===== config.mk =====
export PLATFORM = sky130hd
export DESIGN_NAME = cla_nibble_serial_adder
export DESIGN_NICKNAME = d
export VERILOG_FILES = /design/src/rtl/cla_nibble_serial_adder.sv
export SDC_FILE = /design/constraint.sdc
export NUM_CORES = 1
export LEC_CHECK = 0
export CELL_PAD_IN_SITES_DETAIL_PLACEMENT = 0
export CELL_PAD_IN_SITES_GLOBAL_PLACEMENT = 2
export CORE_ASPECT_RATIO = 1.2
export CORE_MARGIN = 10
export CORE_UTILIZATION = 31
export DETAILED_ROUTE_END_ITERATION = 16
export GPL_TIMING_DRIVEN = 0
export PLACE_DENSITY = 0.86
export SLEW_MARGIN = 20
export SYNTH_ARGS = -nofsm -noshare
export SYNTH_HDL_FRONTEND = slang
export SYNTH_SLANG_ARGS = --single-unit

===== constraint.sdc =====
create_clock -name clk -period 1.7 [get_ports clk]
set_input_delay 0.34 -clock clk [delete_from_list [all_inputs] [get_ports clk]]
set_output_delay 0.34 -clock clk [all_outputs]
set_load 0.01 [all_outputs]

===== src/rtl/cla_nibble_serial_adder.sv =====
// Nibble-serial wide adder built around a 4-bit carry look-ahead cell.
// Operands are captured over a valid/ready handshake, summed four bits per
// clock (least-significant nibble first), and the WIDTH-bit result plus
// carry-out is presented over a second valid/ready handshake.
//
// Handshake rule (both sides): a transfer happens on a rising clock edge
// where valid and ready are both high; valid, once raised, holds its payload
// stable until that edge; ready may be high without valid and has no effect.

// 4-bit carry look-ahead adder: all internal carries come from generate and
// propagate terms rather than rippling through the bits.
module cla4 (
  input  logic [3:0] a,
  input  logic [3:0] b,
  input  logic       cin,
  output logic [3:0] s,
  output logic       cout
);

  logic [3:0] p;
  logic [3:0] g;
  logic [4:0] c;

  // Look-ahead carries and the per-bit sums.
  always_comb begin
    p    = a ^ b;
    g    = a & b;
    c[0] = cin;
    c[1] = g[0] | (p[0] & cin);
    c[2] = g[1] | (p[1] & g[0]) | (p[1] & p[0] & cin);
    c[3] = g[2] | (p[2] & g[1]) | (p[2] & p[1] & g[0])
         | (p[2] & p[1] & p[0] & cin);
    c[4] = g[3] | (p[3] & g[2]) | (p[3] & p[2] & g[1])
         | (p[3] & p[2] & p[1] & g[0]) | (p[3] & p[2] & p[1] & p[0] & cin);
    s    = p ^ c[3:0];
    cout = c[4];
  end

endmodule

// WIDTH must be a multiple of 4 and at least 4.
module cla_nibble_serial_adder #(
  parameter int WIDTH = 16
) (
  input  logic             clk,
  input  logic             rst_n,
  input  logic             in_valid,
  output logic             in_ready,
  input  logic [WIDTH-1:0] a,
  input  logic [WIDTH-1:0] b,
  input  logic             cin,
  output logic             out_valid,
  input  logic             out_ready,
  output logic [WIDTH-1:0] sum,
  output logic             cout,
  output logic             busy
);

  localparam int NIB  = WIDTH / 4;
  localparam int IDXW = (NIB > 1) ? $clog2(NIB) : 1;

  typedef enum logic [1:0] {
    S_IDLE = 2'd0,
    S_ADD  = 2'd1,
    S_DONE = 2'd2
  } state_t;

  // Current FSM state is kept as a named enum so checkers can observe it.
  state_t state;
  state_t state_next;

  logic [WIDTH-1:0] a_sh;
  logic [WIDTH-1:0] b_sh;
  logic             carry;
  logic [IDXW-1:0]  idx;
  logic [WIDTH-1:0] acc;
  logic [WIDTH-1:0] acc_next;
  logic [3:0]       nib_sum;
  logic             nib_cout;
  logic             last_nib;

  // The low nibble of the shifted operands always feeds the single adder cell.
  cla4 u_cla (
    .a    (a_sh[3:0]),
    .b    (b_sh[3:0]),
    .cin  (carry),
    .s    (nib_sum),
    .cout (nib_cout)
  );

  assign last_nib = (idx == IDXW'(NIB - 1));

  // Accumulator with the current nibble merged in; used both for the step
  // update and for the final result so the last nibble is not lost.
  always_comb begin
    acc_next = acc;
    acc_next[4*int'(idx) +: 4] = nib_sum;
  end

  // State register.
  always_ff @(posedge clk or negedge rst_n) begin
    if (!rst_n) begin
      state <= S_IDLE;
    end else begin
      state <= state_next;
    end
  end

  // Next-state logic.
  always_comb begin
    state_next = state;
    case (state)
      S_IDLE:  if (in_valid)  state_next = S_ADD;
      S_ADD:   if (last_nib)  state_next = S_DONE;
      S_DONE:  if (out_ready) state_next = S_IDLE;
      default: state_next = S_IDLE;
    endcase
  end

  // Handshake and status outputs decoded from the state.
  always_comb begin
    in_ready  = (state == S_IDLE);
    out_valid = (state == S_DONE);
    busy      = (state != S_IDLE);
  end

  // Datapath: operand capture, per-nibble accumulation, result load.
  always_ff @(posedge clk or negedge rst_n) begin
    if (!rst_n) begin
      a_sh  <= '0;
      b_sh  <= '0;
      carry <= 1'b0;
      idx   <= '0;
      acc   <= '0;
      sum   <= '0;
      cout  <= 1'b0;
    end else begin
      case (state)
        S_IDLE: begin
          if (in_valid) begin
            a_sh  <= a;
            b_sh  <= b;
            carry <= cin;
            idx   <= '0;
            acc   <= '0;
          end
        end
        S_ADD: begin
          acc   <= acc_next;
          carry <= nib_cout;
          a_sh  <= a_sh >> 4;
          b_sh  <= b_sh >> 4;
          idx   <= idx + IDXW'(1);
          if (last_nib) begin
            sum  <= acc_next;
            cout <= nib_cout;
          end
        end
        default: ;
      endcase
    end
  end

endmodule

; Word-level counts from Yosys, hierarchy flattened
; Cells that the tools add are included.
[totals]
input_bits = 37
ff_bits = 70
wordCells = 68
[classes]
n_reduce_logical = 6
n_mux = 15
shifts = 2
add_sub_neg = 2
eq_ne = 6
bitwise_logic = 29
[ops]
columns = op, n
row1 = one-hot mux 16 bit (2 select lines), 3
row2 = 2-to-1 mux 16 bit, 3
row3 = negation 4 -> 33 bit, 1
row4 = "variable shift 4 x 33 -> 16 bit, first input constant", 1
row5 = variable part select 4 x 33 -> 16 bit, 1
row6 = bitwise AND 1 bit, 16
row7 = bitwise mux 16 bit, 1
row8 = OR 1 bit, 10
row9 = 2-to-1 mux 2 bit, 4
row10 = bitwise XOR 4 bit, 2
row11 = one-hot mux 2 bit (3 select lines), 1
row12 = bitwise AND 4 bit, 1
row13 = "== test 2 bit, second input constant", 2
row14 = "!= test 2 bit, second input constant", 2
row15 = one-hot mux 2 bit (2 select lines), 1
row16 = AND reduction 2 bit, 2
row17 = nonzero test 2 bit, 2
row18 = AND reduction 3 bit, 1
row19 = "adder 2 x 1 -> 2 bit, second input constant", 1
row20 = "== test 2 x 1 -> 1 bit, second input constant", 1
row21 = zero test 2 bit, 1
row22 = "!= test 2 x 1 -> 1 bit, second input constant", 1
row23 = one-hot mux 1 bit (2 select lines), 1
row24 = 2-to-1 mux 1 bit, 1

; Logic depth before layout (Yosys ltp)
[logic_depth]
ltp_word = 9
depth_mapped = 6

; Cells and area by module
; From an unflattened synthesis, not the netlist that was laid out.
[unflattened]
cells_unflattened = 369
area_unflattened_um2 = 3592.2
[modules_own_cells]
columns = mod, area_per_inst_um2, seq_area_each_um2, cells_each, instances
row1 = cla_nibble_serial_adder, 3444.6, 1751.7, 352, 1
row2 = cla4, 147.6, 0.0, 17, 1

; Worst setup path before layout
; Ideal clock, no wire load.
[synth_timing]
kind = register to register
start = register idx[0]
end = register sum[11]
setup_ns = 0.095
slack_ns = -0.150
arrival_time_ns = 1.754
path_stages_with_launch = 6
required_time_ns = 1.605
path_buffers = 0
synth_period_minus_slack_ns = 1.850
path_cell_list = dfrtp_1 > inv_2 > ha_1 > inv_1 > or4_1 > o31ai_1
[synth_via]
elab_chain_len = 3
elab_cells_between_ends = 6
classes_between = add/sub: 1 / eq/ne: 1 / shift: 2 / mux: 1 / reduce/logical: 1
[synth_rtl]
columns = element, line
row1 = from (decl), 75  ; logic [IDXW-1:0] idx;
row2 = from (signal assigned), 153  ; idx <= idx + IDXW'(1);
row3 = negation 4 -> 33 bit, 97  ; acc_next[4*int'(idx) +: 4] = nib_sum;
row4 = variable part select 4 x 33 -> 16 bit / variable shift 4 x 33 -> 16 bit (equally long branches), 97
row5 = bitwise mux 16 bit, 97
row6 = to (signal assigned), 155  ; sum <= acc_next;
row7 = to (decl), 54  ; output logic [WIDTH-1:0] sum,
; Several ways; a longest one is shown, not always the timed one.
; A chain may end at the register's enable or synchronous reset.

; Worst setup path after layout
[layout_timing]
start = register state[0]
end = output port in_ready
[layout_via]
elab_chain_len = 1
[layout_rtl]
columns = element, line
row1 = from (decl), 69  ; state_t state;
row2 = from (signal assigned), 105  ; state <= state_next;
row3 = zero test 2 bit, 122  ; in_ready = (state == S_IDLE);
row4 = to (decl), 48  ; output logic in_ready,
; Every way passes these cells.

==> results.toml <==
[run_status]
status = "finished with violations"
violations = "negative setup slack"

[critical_path]
endpoint = "in_ready"
path_buf_inv = 5
cp_max_fo = 3
r2r_cells = 5
worstPathArrival_ns = 1.45
end_kind = "primary output"
crit_path_start_kind = "register"
slowest_stage = "dfrtp_1"
ff2ff_setup_slack_ns = -0.06
r2r_end = "acc[9]"
cp_cell_sequence = "buf_6 > buf_8 > buf_8 > or2_4 > inv_2 > buf_6"
slowest_delay_ns = 0.39
criticalPathCategory = "register to primary output"
cp.required_ns = 1.36
r2r-start = "a_sh[0]"
crit_cells = 6
critPathTopFamily = "buffers and inverters"
critPathLaunch = "state[0]"

[synthesis]
yosysMostFrequentCell = "dfrtp_1"
synth_cell_types = 45
synth_top_area_share_pct = 51.9
netlist_instances = 320
yosysSeqAreaShare_pct = 51.9
synth_nets = 369
synth_edf_count = 0
synthArstFlopShare_pct = 100
ys_warn_count = 0
synth-seq-cells = 70
syn_area_per_cell_sq_um = 10.6
synth_top_cells_by_count = "dfrtp_1 (70), nand2_1 (34), o21ai_0 (27)"
synth_area_leaders = "dfrtp_1 (52%), a22oi_1 (5.3%), ha_1 (4.1%), o21ai_0 (4.0%), nand2_1 (3.8%)"
netlist_area_sq_um = 3380
yosys.area.top_type = "dfrtp_1"
synthFlopType = "dfrtp_1"

[finish]
n_fill_cell = 954
area_delta_synth_final_pct = 52.8
num_antenna_cells = 0
nNetsFinal = 463
fin_cells = 548
multiInputGateArea_sq_um = 1870
post-route-util_pct = 48.9
drive_above_1_share_pct = 30.1
final_cell_area_sq_um = 5160
regArea_sq_um = 1760

[placement]
portBuffers = 56
gp_congestion = 0.850
dp_hpwl_mm = 6.73
placed_area_sq_um = 4140
placedCellCount = 506

[sta]
setup_viol = 11
period_needed_ns = 1.79
hold_viol = 0
tightest_slew_ns = 0.435
setup_ws_ns = -0.0862
maxSlewHeadroom_pct = 71.0
finalClockSkew_ns = 0.00734
hold_ws_ns = 0.480
fmax_mhz = 560
grt_setup_unrepaired = "true"
drv_slew = 0
post-route-period-util_pct = 105

[clock_network]
clk-insertion-delay-late_ns = 0.34
cts-root-buf = "clkbuf_16"
path_clk_slew_ns = 0.06
clockBufferDepth = 2
htree_num_levels = 3
cts.sinks = 70
cts_tree = "done"
numCtsBuffers = 9

[floorplan]
fp.dieH_um = 134
die_area_sq_um = 15500
coreArea_sq_um = 10600
die_w_um = 115
initial_core_util_pct = 32.0
rows = 41
io_pins = 57

[global_routing]
grt-ovfl-total = 0
grt_use_total_pct = 12.9
grt_first_pass_wirelength_mm = 16.0
grt_max_degree = 40
grt_pass1_vias = 2990
antenna_found_initial = 0

[detailed_routing]
wl_mm = 9.87
firstDrtPassIters = 4
dr_total_vias = 2886
vias_per_cell = 5.27
postRouteAntennaNets = 0
dr.first_iter.drc_count = 128
post-route-drc-count = 0
wl_per_cell_um = 18.0

[pwr]
power_mw = 10.9
p_per_area_nw_per_um2 = 2110
power_leakage_nw = 2.18
ir_drop_mv = 0.889

[worst_hold_path]
hold_class = "register to register"
min-delay-start = "b_sh[8]"

[run]
maxCapViolations = 0
==> how the worst min path moves through the flow <==
stage	endpoint	slack [ns]	cells past startpoint
6_report	b_sh[8]	0.48	2
5_1_grt	acc[8]	0.50	1
4_1_cts	acc[3]	0.48	2
3_5_place_dp	sum[4]	0.32	1
3_3_place_gp	acc[7]	0.46	2
2_1_floorplan	a_sh[0]	0.04	0
==> logic make-up (layout without fill, tap and decap cells) <==
kind of cell / count (synthesis) / count (layout) / share of synthesized area, %
AO/OA/AOI/OAI: 113 / 113 / 25.0
multiplexers: 4 / 4 / 1.19
buffers and inverters: 32 / 131 / 3.89
AND/OR/NAND/NOR: 86 / 86 / 12.4
adder cells (fa/ha/maj): 12 / 12 / 4.67
flip-flops: 70 / 70 / 51.9
XOR/XNOR: 3 / 3 / 1.00
==> power by group <==
part | internal [mW] | switching [mW] | total [mW]
sequential | 2.33 | 0.452 | 2.79
clock | 1.33 | 0.765 | 2.10
combinational | 2.88 | 3.13 | 6.01
==> registers in the layout (all words and copies together) (netlist names) <==
register and count:
a_sh 16, b_sh 16, carry 1, state 2, cout 1, idx 2
acc 16, sum 16
==> metal layers <==
metal / share of wire [%] / GRT usage (%) / wire length (um)
met2: 50 / 20.6 / 4950
met4: 1.9 / 4.89 / 188
met3: 7.0 / 4.73 / 686
met1: 41 / 15.4 / 4040
met5: 0 / 0 / 0
==> repair_timing <==
action | 4_1_cts | 5_1_grt
hold buffers | 1 | 0
gates cloned | 0 | 0
buffers inserted | 13 | 15
setup endpoints to repair | 58 | 57
hold endpoints to repair | 31 | 0
gates resized for setup | 63 | 59
pin swaps | 9 | 19
==> cells in the final DEF, fill, tap and decap left out, types with 10 or more instances in the layout <==
| cell | instances |
|---|---|
| a22o_1 | 12 |
| nand2_1 | 34 |
| o21ai_0 | 27 |
| buf_4 | 22 |
| a22oi_1 | 24 |
| buf_6 | 11 |
| clkbuf_16 | 10 |
| clkdlybuf4s50_1 | 52 |
| dfrtp_1 | 67 |
| nor2_1 | 20 |
==> worst register-to-register path, stage by stage, from the launching register on <==
cell and delay (ns):
dfrtp_2 0.44, buf_6 0.13, fa_2 0.39, xor2_4 0.34, and2_4 0.26, a22o_1 0.14
==> per-stage QoR <==
stage	setup TNS, ns	setup slack (ns)
after global routing	-1.19	-0.140
final	-0.447	-0.0862
after detailed placement	-16.97	-0.570
after CTS	-0.173	-0.108
after global placement	-167.59	-2.44
after floorplan	0	0.00313
==> area by class of cell <==
type	count	area share (%)
Inverter	11	1.04
Timing Repair Buffer	86	16.3
Buffer	18	2.96
Tap cell	129	3.13
Clock inverter	6	1.82
Multi-Input combinational cell	218	36.2
Sequential cell	70	34.0
Clock buffer	10	4.63
Power figures use the tool's default switching activity.
